--- src/rtl/pipe_pkg.sv ---
// ============================================================================
// Module      : pipe_pkg
// Description : Shared definitions for the execute-stage sequencer. Holds the
//               sequencer state encoding, the default register index width
//               and the NOP encoding injected as an EX bubble.
// Revision    : 1.0 - initial release
// ============================================================================
`default_nettype none

package pipe_pkg;

  // Default register index width (32 architectural registers)
  localparam int PIPE_REG_AW = 5;

  // Canonical NOP (addi x0, x0, 0): write_back=0, mem_en=0, rd=0
  localparam logic [31:0] NOP_INSTR = 32'h0000_0013;

  // Execute-stage sequencer states
  typedef enum logic [1:0] {
    RUN     = 2'd0,
    LD_WAIT = 2'd1,
    FLUSH   = 2'd2
  } ex_state_t;

  // Flush counter reload value, range-limited to the 3-bit counter
  function automatic logic [2:0] flush_reload(input int cycles);
    logic [2:0] v;
    v = 3'(cycles);
    return (v == 3'd0) ? 3'd1 : v;
  endfunction

endpackage

`default_nettype wire

--- src/rtl/hazard_detect.sv ---
// ============================================================================
// Module      : hazard_detect
// Description : Combinational load-use comparator. Flags a hazard when the
//               valid ID instruction reads a register that the load in EX is
//               about to write. x0 is never a hazard.
// Ports       : id_valid, id_rs1, id_rs2, id_use_rs1, id_use_rs2 - ID operands
//               ex_rd, ex_load                                  - EX producer
//               hazard                                          - result
// Revision    : 1.0 - initial release
// ============================================================================
`default_nettype none

module hazard_detect #(
  parameter int REG_AW = 5
) (
  input  logic              id_valid,
  input  logic [REG_AW-1:0] id_rs1,
  input  logic [REG_AW-1:0] id_rs2,
  input  logic              id_use_rs1,
  input  logic              id_use_rs2,
  input  logic [REG_AW-1:0] ex_rd,
  input  logic              ex_load,
  output logic              hazard
);

  logic rs1_hit;
  logic rs2_hit;

  assign rs1_hit = id_use_rs1 && (id_rs1 == ex_rd);
  assign rs2_hit = id_use_rs2 && (id_rs2 == ex_rd);
  assign hazard  = id_valid && ex_load && (ex_rd != '0) && (rs1_hit || rs2_hit);

endmodule

`default_nettype wire

--- src/rtl/ex_hazard_ctrl.sv ---
// ============================================================================
// Module      : ex_hazard_ctrl
// Description : Execute-stage sequencer. Each cycle decides whether the ID->EX
//               handoff advances, stalls on a load-use hazard (LD_WAIT until
//               mem_ready) or is squashed after a taken branch (FLUSH for
//               FLUSH_CYCLES cycles). A taken branch always wins over a stall.
// Ports       : clk, rst_n (async, active-low)
//               id_*            - ID stage operand info
//               ex_rd, ex_load  - EX stage producer info
//               mem_ready       - load data returned this cycle
//               br_valid/br_taken - registered ALU branch outcome
//               stall_if, stall_id, bubble_ex, take_branch - controls
//               stall_cnt, flush_cnt - statistics (HAZARD_STATS_EN only)
// Options     : `define HAZARD_STATS_EN adds saturating statistics counters.
// Revision    : 1.0 - initial release
// ============================================================================
`default_nettype none

module ex_hazard_ctrl
  import pipe_pkg::*;
#(
  parameter int FLUSH_CYCLES = 2,
  parameter int REG_AW       = PIPE_REG_AW,
  parameter int CNT_W        = 32
) (
  input  logic              clk,
  input  logic              rst_n,
  input  logic              id_valid,
  input  logic [REG_AW-1:0] id_rs1,
  input  logic [REG_AW-1:0] id_rs2,
  input  logic              id_use_rs1,
  input  logic              id_use_rs2,
  input  logic [REG_AW-1:0] ex_rd,
  input  logic              ex_load,
  input  logic              mem_ready,
  input  logic              br_valid,
  input  logic              br_taken,
`ifdef HAZARD_STATS_EN
  output logic [CNT_W-1:0]  stall_cnt,
  output logic [CNT_W-1:0]  flush_cnt,
`endif
  output logic              stall_if,
  output logic              stall_id,
  output logic              bubble_ex,
  output logic              take_branch
);

  localparam logic [2:0] FLUSH_LOAD = flush_reload(FLUSH_CYCLES);

  ex_state_t  state, state_nxt;
  logic [2:0] fcnt, fcnt_nxt;
  logic       hazard;
  logic       br_take;
  logic       stall;

  assign br_take = br_valid && br_taken;

  hazard_detect #(
    .REG_AW (REG_AW)
  ) u_hazard_detect (
    .id_valid   (id_valid),
    .id_rs1     (id_rs1),
    .id_rs2     (id_rs2),
    .id_use_rs1 (id_use_rs1),
    .id_use_rs2 (id_use_rs2),
    .ex_rd      (ex_rd),
    .ex_load    (ex_load),
    .hazard     (hazard)
  );

  always_ff @(posedge clk or negedge rst_n) begin
    if (!rst_n) begin
      state <= RUN;
      fcnt  <= 3'd0;
    end else begin
      state <= state_nxt;
      fcnt  <= fcnt_nxt;
    end
  end

  // Outputs in LD_WAIT and FLUSH depend on the state register only; in RUN
  // the stall is raised combinationally in the same cycle the hazard appears.
  // rst_n gates the RUN path so all controls read 0 while reset is held.
  always_comb begin
    state_nxt   = state;
    fcnt_nxt    = fcnt;
    stall       = 1'b0;
    bubble_ex   = 1'b0;
    take_branch = 1'b0;
    case (state)
      RUN: begin
        stall     = rst_n && hazard && !br_take;
        bubble_ex = stall;
        if (br_take) begin
          state_nxt = FLUSH;
          fcnt_nxt  = FLUSH_LOAD;
        end else if (hazard) begin
          state_nxt = LD_WAIT;
        end
      end
      LD_WAIT: begin
        stall     = 1'b1;
        bubble_ex = 1'b1;
        if (br_take) begin
          state_nxt = FLUSH;
          fcnt_nxt  = FLUSH_LOAD;
        end else if (mem_ready) begin
          state_nxt = RUN;
        end
      end
      FLUSH: begin
        take_branch = 1'b1;
        bubble_ex   = 1'b1;
        if (br_take) begin
          // A younger taken branch restarts the squash window
          fcnt_nxt = FLUSH_LOAD;
        end else if (fcnt <= 3'd1) begin
          state_nxt = RUN;
          fcnt_nxt  = 3'd0;
        end else begin
          fcnt_nxt = fcnt - 3'd1;
        end
      end
      default: begin
        state_nxt = RUN;
        fcnt_nxt  = 3'd0;
      end
    endcase
  end

  assign stall_if = stall;
  assign stall_id = stall;

`ifdef HAZARD_STATS_EN
  localparam logic [CNT_W-1:0] CNT_ONE = {{(CNT_W-1){1'b0}}, 1'b1};

  // Saturating counters: stall cycles, and taken branches accepted in any state
  always_ff @(posedge clk or negedge rst_n) begin
    if (!rst_n) begin
      stall_cnt <= '0;
      flush_cnt <= '0;
    end else begin
      if (stall && (stall_cnt != '1)) begin
        stall_cnt <= stall_cnt + CNT_ONE;
      end
      if (br_take && (flush_cnt != '1)) begin
        flush_cnt <= flush_cnt + CNT_ONE;
      end
    end
  end
`endif

endmodule

`default_nettype wire

--- config.mk ---
export PLATFORM = sky130hd
export DESIGN_NAME = ex_hazard_ctrl
export DESIGN_NICKNAME = d
export VERILOG_FILES = /design/src/rtl/pipe_pkg.sv /design/src/rtl/hazard_detect.sv /design/src/rtl/ex_hazard_ctrl.sv
export SDC_FILE = /design/constraint.sdc
export NUM_CORES = 1
export LEC_CHECK = 0
export CAP_MARGIN = 0
export CORE_UTILIZATION = 35
export CTS_CLUSTER_SIZE = 14
export DETAILED_ROUTE_END_ITERATION = 8
export HOLD_SLACK_MARGIN = 0.03
export PLACE_DENSITY = 0.82
export SLEW_MARGIN = 15
export SYNTH_ARGS = -nofsm -noshare
export SYNTH_HDL_FRONTEND = slang
export SYNTH_SLANG_ARGS = --single-unit
--- constraint.sdc ---
create_clock -name clk -period 2.4 [get_ports clk]
set_clock_uncertainty 0.2 [all_clocks]
set_input_delay 0.24 -clock clk [delete_from_list [all_inputs] [get_ports clk]]
set_output_delay 0.24 -clock clk [all_outputs]
set_load 0.05 [all_outputs]
==> qor.yml <==
power.switching_mw: 0.3059
grt_pass1_vias: 603
crit_path_end_kind: "output port"
async_reset_ff_frac: 1.000
worstPathMaxFanout: 3
fp.dieW_um: 42.33
worst_pin_slew_ns: 0.4902
initial_core_util: 0.3779
fin_crit_sh: 0.9608
yosys_warnings: 0
p_per_area_mw_per_mm2: 750.0
hold_buffers: 0
fin_util: 0.6105
grt_usage: 0.1722
synth_flop_cell: "dfrtp_1"
path_class: "in2out"
ios: 28
fmax_mhz: 433.7
worstRegToRegCells: 6
dr.first_iter.drc_count: 7
leakagePower_nw: 0.3775
setup_viol: 0
antenna_cells: 0
syn-num-nets: 97
drc: 0
crit_start: "ex_rd[3]"
p_int_mw: 0.3838
post-cts-setup-buffers: 0
grt_pass1_wl_um: 2352
rows: 14
drv_cap: 0
routed_wl_um: 1352
cts_resized: 0
syn_avg_cell_area_um2: 8.497
final_net_count: 128
netSwitchingFraction: 0.4435
seqPwrFrac: 0.213
tritoncts: "yes"
antenna_found_initial: 0
synth_seq_cells: 5
io_buffer_count: 27
fp.dieH_um: 42.33
postRouteAntennaNets: 0
regToRegSetupSlack_ns: 0.54
post-route-min-period_ns: 2.306
wl_per_cell_um: 11.96
clk_pin_slew_ns: 0.04
slew_violations: 0
cts_root_buf: "clkbuf_4"
tns_ns: 0
yosys.area.top_type_share: 0.2198
slew_headroom: 0.6722
hold_viol_final: 0
cts_buffers: 3
num_vias: 594
rsz0062_at_grt: "no"
drive_gt1_frac: 0.1649
outcome: "finished, final reports clean"
h-tree-depth: 1
r2r_end: "state[1]$_DFFE_PN0P_"
die-area_mm2: 0.001792
yosys.cell_types.count: 29
drt_pass1_iterations: 4
avgViaCountPerCell: 5.257
critPathArrivalTime_ns: 1.87
seq_area_frac_synth: 0.2198
clock_power_share: 0.137
synth_area_leader_cell: "dfrtp_1"
grt_remaining_overflow: 0
pwr-share-comb: 0.650
synth_area_leaders: "dfrtp_1 (22%), xnor2_1 (15%), ha_1 (13%)"
area_growth_pct: 61.54
hpwl_um: 1212
grt_max_degree: 8
cts_max_path_buffers: 2
syn-cell-area_um2: 569.3
rr_startpoint: "state[1]$_DFFE_PN0P_"
core_region_area_mm2: 0.001506
hold_class: "in2async"
synth_edf_count: 0
gp_congestion: 0.7850
dpl_cell_area_um2: 877.1
syn-instance-count: 67
clk_latency_ns: 0.24
cp-start-kind: "input port"
cts_num_sinks: 5
irDropWorstVdd_uv: 404.2
final_cell_area_um2: 919.6
crit_required_ns: 1.96
==> critical path, cell delays in order <==
cell             delay (ns)
clkdlybuf4s50_1        0.46
or3_1                  0.33
o311a_1                0.33
nor2b_4                0.14
a21oi_2                0.13
nor2_1                 0.05
buf_4                  0.19
==> synthesized netlist by cell type (all sizes together), types with 2 or more instances <==
library cell / n
xnor2: 10
dfrtp: 5
nand4: 2
nor2: 5
ha: 6
o21ai: 3
inv: 5
mux2i: 2
nand2: 7
a21oi: 4
clkbuf: 2
==> worst max-delay path by stage <==
stage	to	slack, ns
after floorplan	stall_if	0.01
after global placement	stall_id	0.05
after detailed placement	bubble_ex	0.01
after CTS	stall_if	0.01
after global routing	bubble_ex	0.02
final	bubble_ex	0.09
==> stage by stage <==
stage	hold slack, ns	std cells	total power [mW]	worst slack, ns
after global placement	0.3636	109	0.5835	0.04776
after detailed placement	0.3545	109	0.5949	0.01002
after global routing	0.1175	113	0.7506	0.01830
after floorplan	-0.2556	67	0.4695	0.01213
after CTS	0.1024	113	0.6963	0.01052
final	0.1081	113	0.6897	0.09407
==> per-layer routing <==
| layer | wire [um] | part of all wire | vias to the layer above | GRT usage |
|---|---|---|---|---|
| li1 | - | - | 294 | - |
| met1 | 501 | 0.37 | 276 | 0.1658 |
| met2 | 784 | 0.58 | 24 | 0.3385 |
| met3 | 66 | 0.049 | 0 | 0.06466 |
| met4 | 0 | 0 | 0 | 0.03750 |
| met5 | 0 | 0 | - | 0 |
==> flip-flops by register name, indices dropped and copies added (netlist names) <==
name,flops
fcnt,3
state,2
==> final cells by class <==
| class | count | area (um^2) |
|---|---|---|
| repair buffers | 29 | 307.8 |
| inverters | 5 | 18.77 |
| flip-flops and latches | 5 | 125.1 |
| clock buffers | 4 | 26.28 |
| well taps | 16 | 20.02 |
| fillers | 146 | 586.8 |
| multi-input cells | 54 | 421.7 |
==> cell families after synthesis <==
logic type,after synthesis,synth area share
and+or+nand+nor,21,0.1912
AOI/OAI and AO/OA,15,0.2088
xor gates and xnor gates,10,0.1538
buffers and inverters,8,0.05935
adders and majority gates,6,0.1319
DFF,5,0.2198
muxes,2,0.03517
==> power by group through the flow <==
stage,combinational (mW),sequential [mW],clock [mW]
after floorplan,0.328,0.141,0
after detailed placement,0.447,0.148,0
after global routing,0.492,0.152,0.106
final,0.448,0.147,0.0948
after global placement,0.437,0.147,0
after CTS,0.450,0.147,0.0992
==> layout by cell type (no fill, tap or decap) <==
master / instances
dfrtp_1: 5
and2_0: 1
a21oi_2: 1
clkbuf_4: 3
inv_1: 5
ha_1: 6
dlymetal6s2s_1: 2
o31a_1: 1
o21ai_2: 1
xnor2_1: 10
o311ai_2: 1
o22ai_1: 1
nand4_1: 2
clkdlybuf4s50_1: 22
o311a_1: 1
nor2_1: 5
clkbuf_1: 1
or3_1: 1
nor2b_4: 1
o21ba_2: 1
a21oi_1: 3
mux2i_1: 2
nand3_1: 1
or2_2: 1
o21ai_4: 1
a22oi_1: 1
a31o_2: 1
buf_4: 3
nand2_1: 7
nor4_1: 1
buf_12: 2
o32ai_1: 1
nand3b_1: 1
o21ai_0: 1
Note: power is estimated with default switching activity, not from simulation.
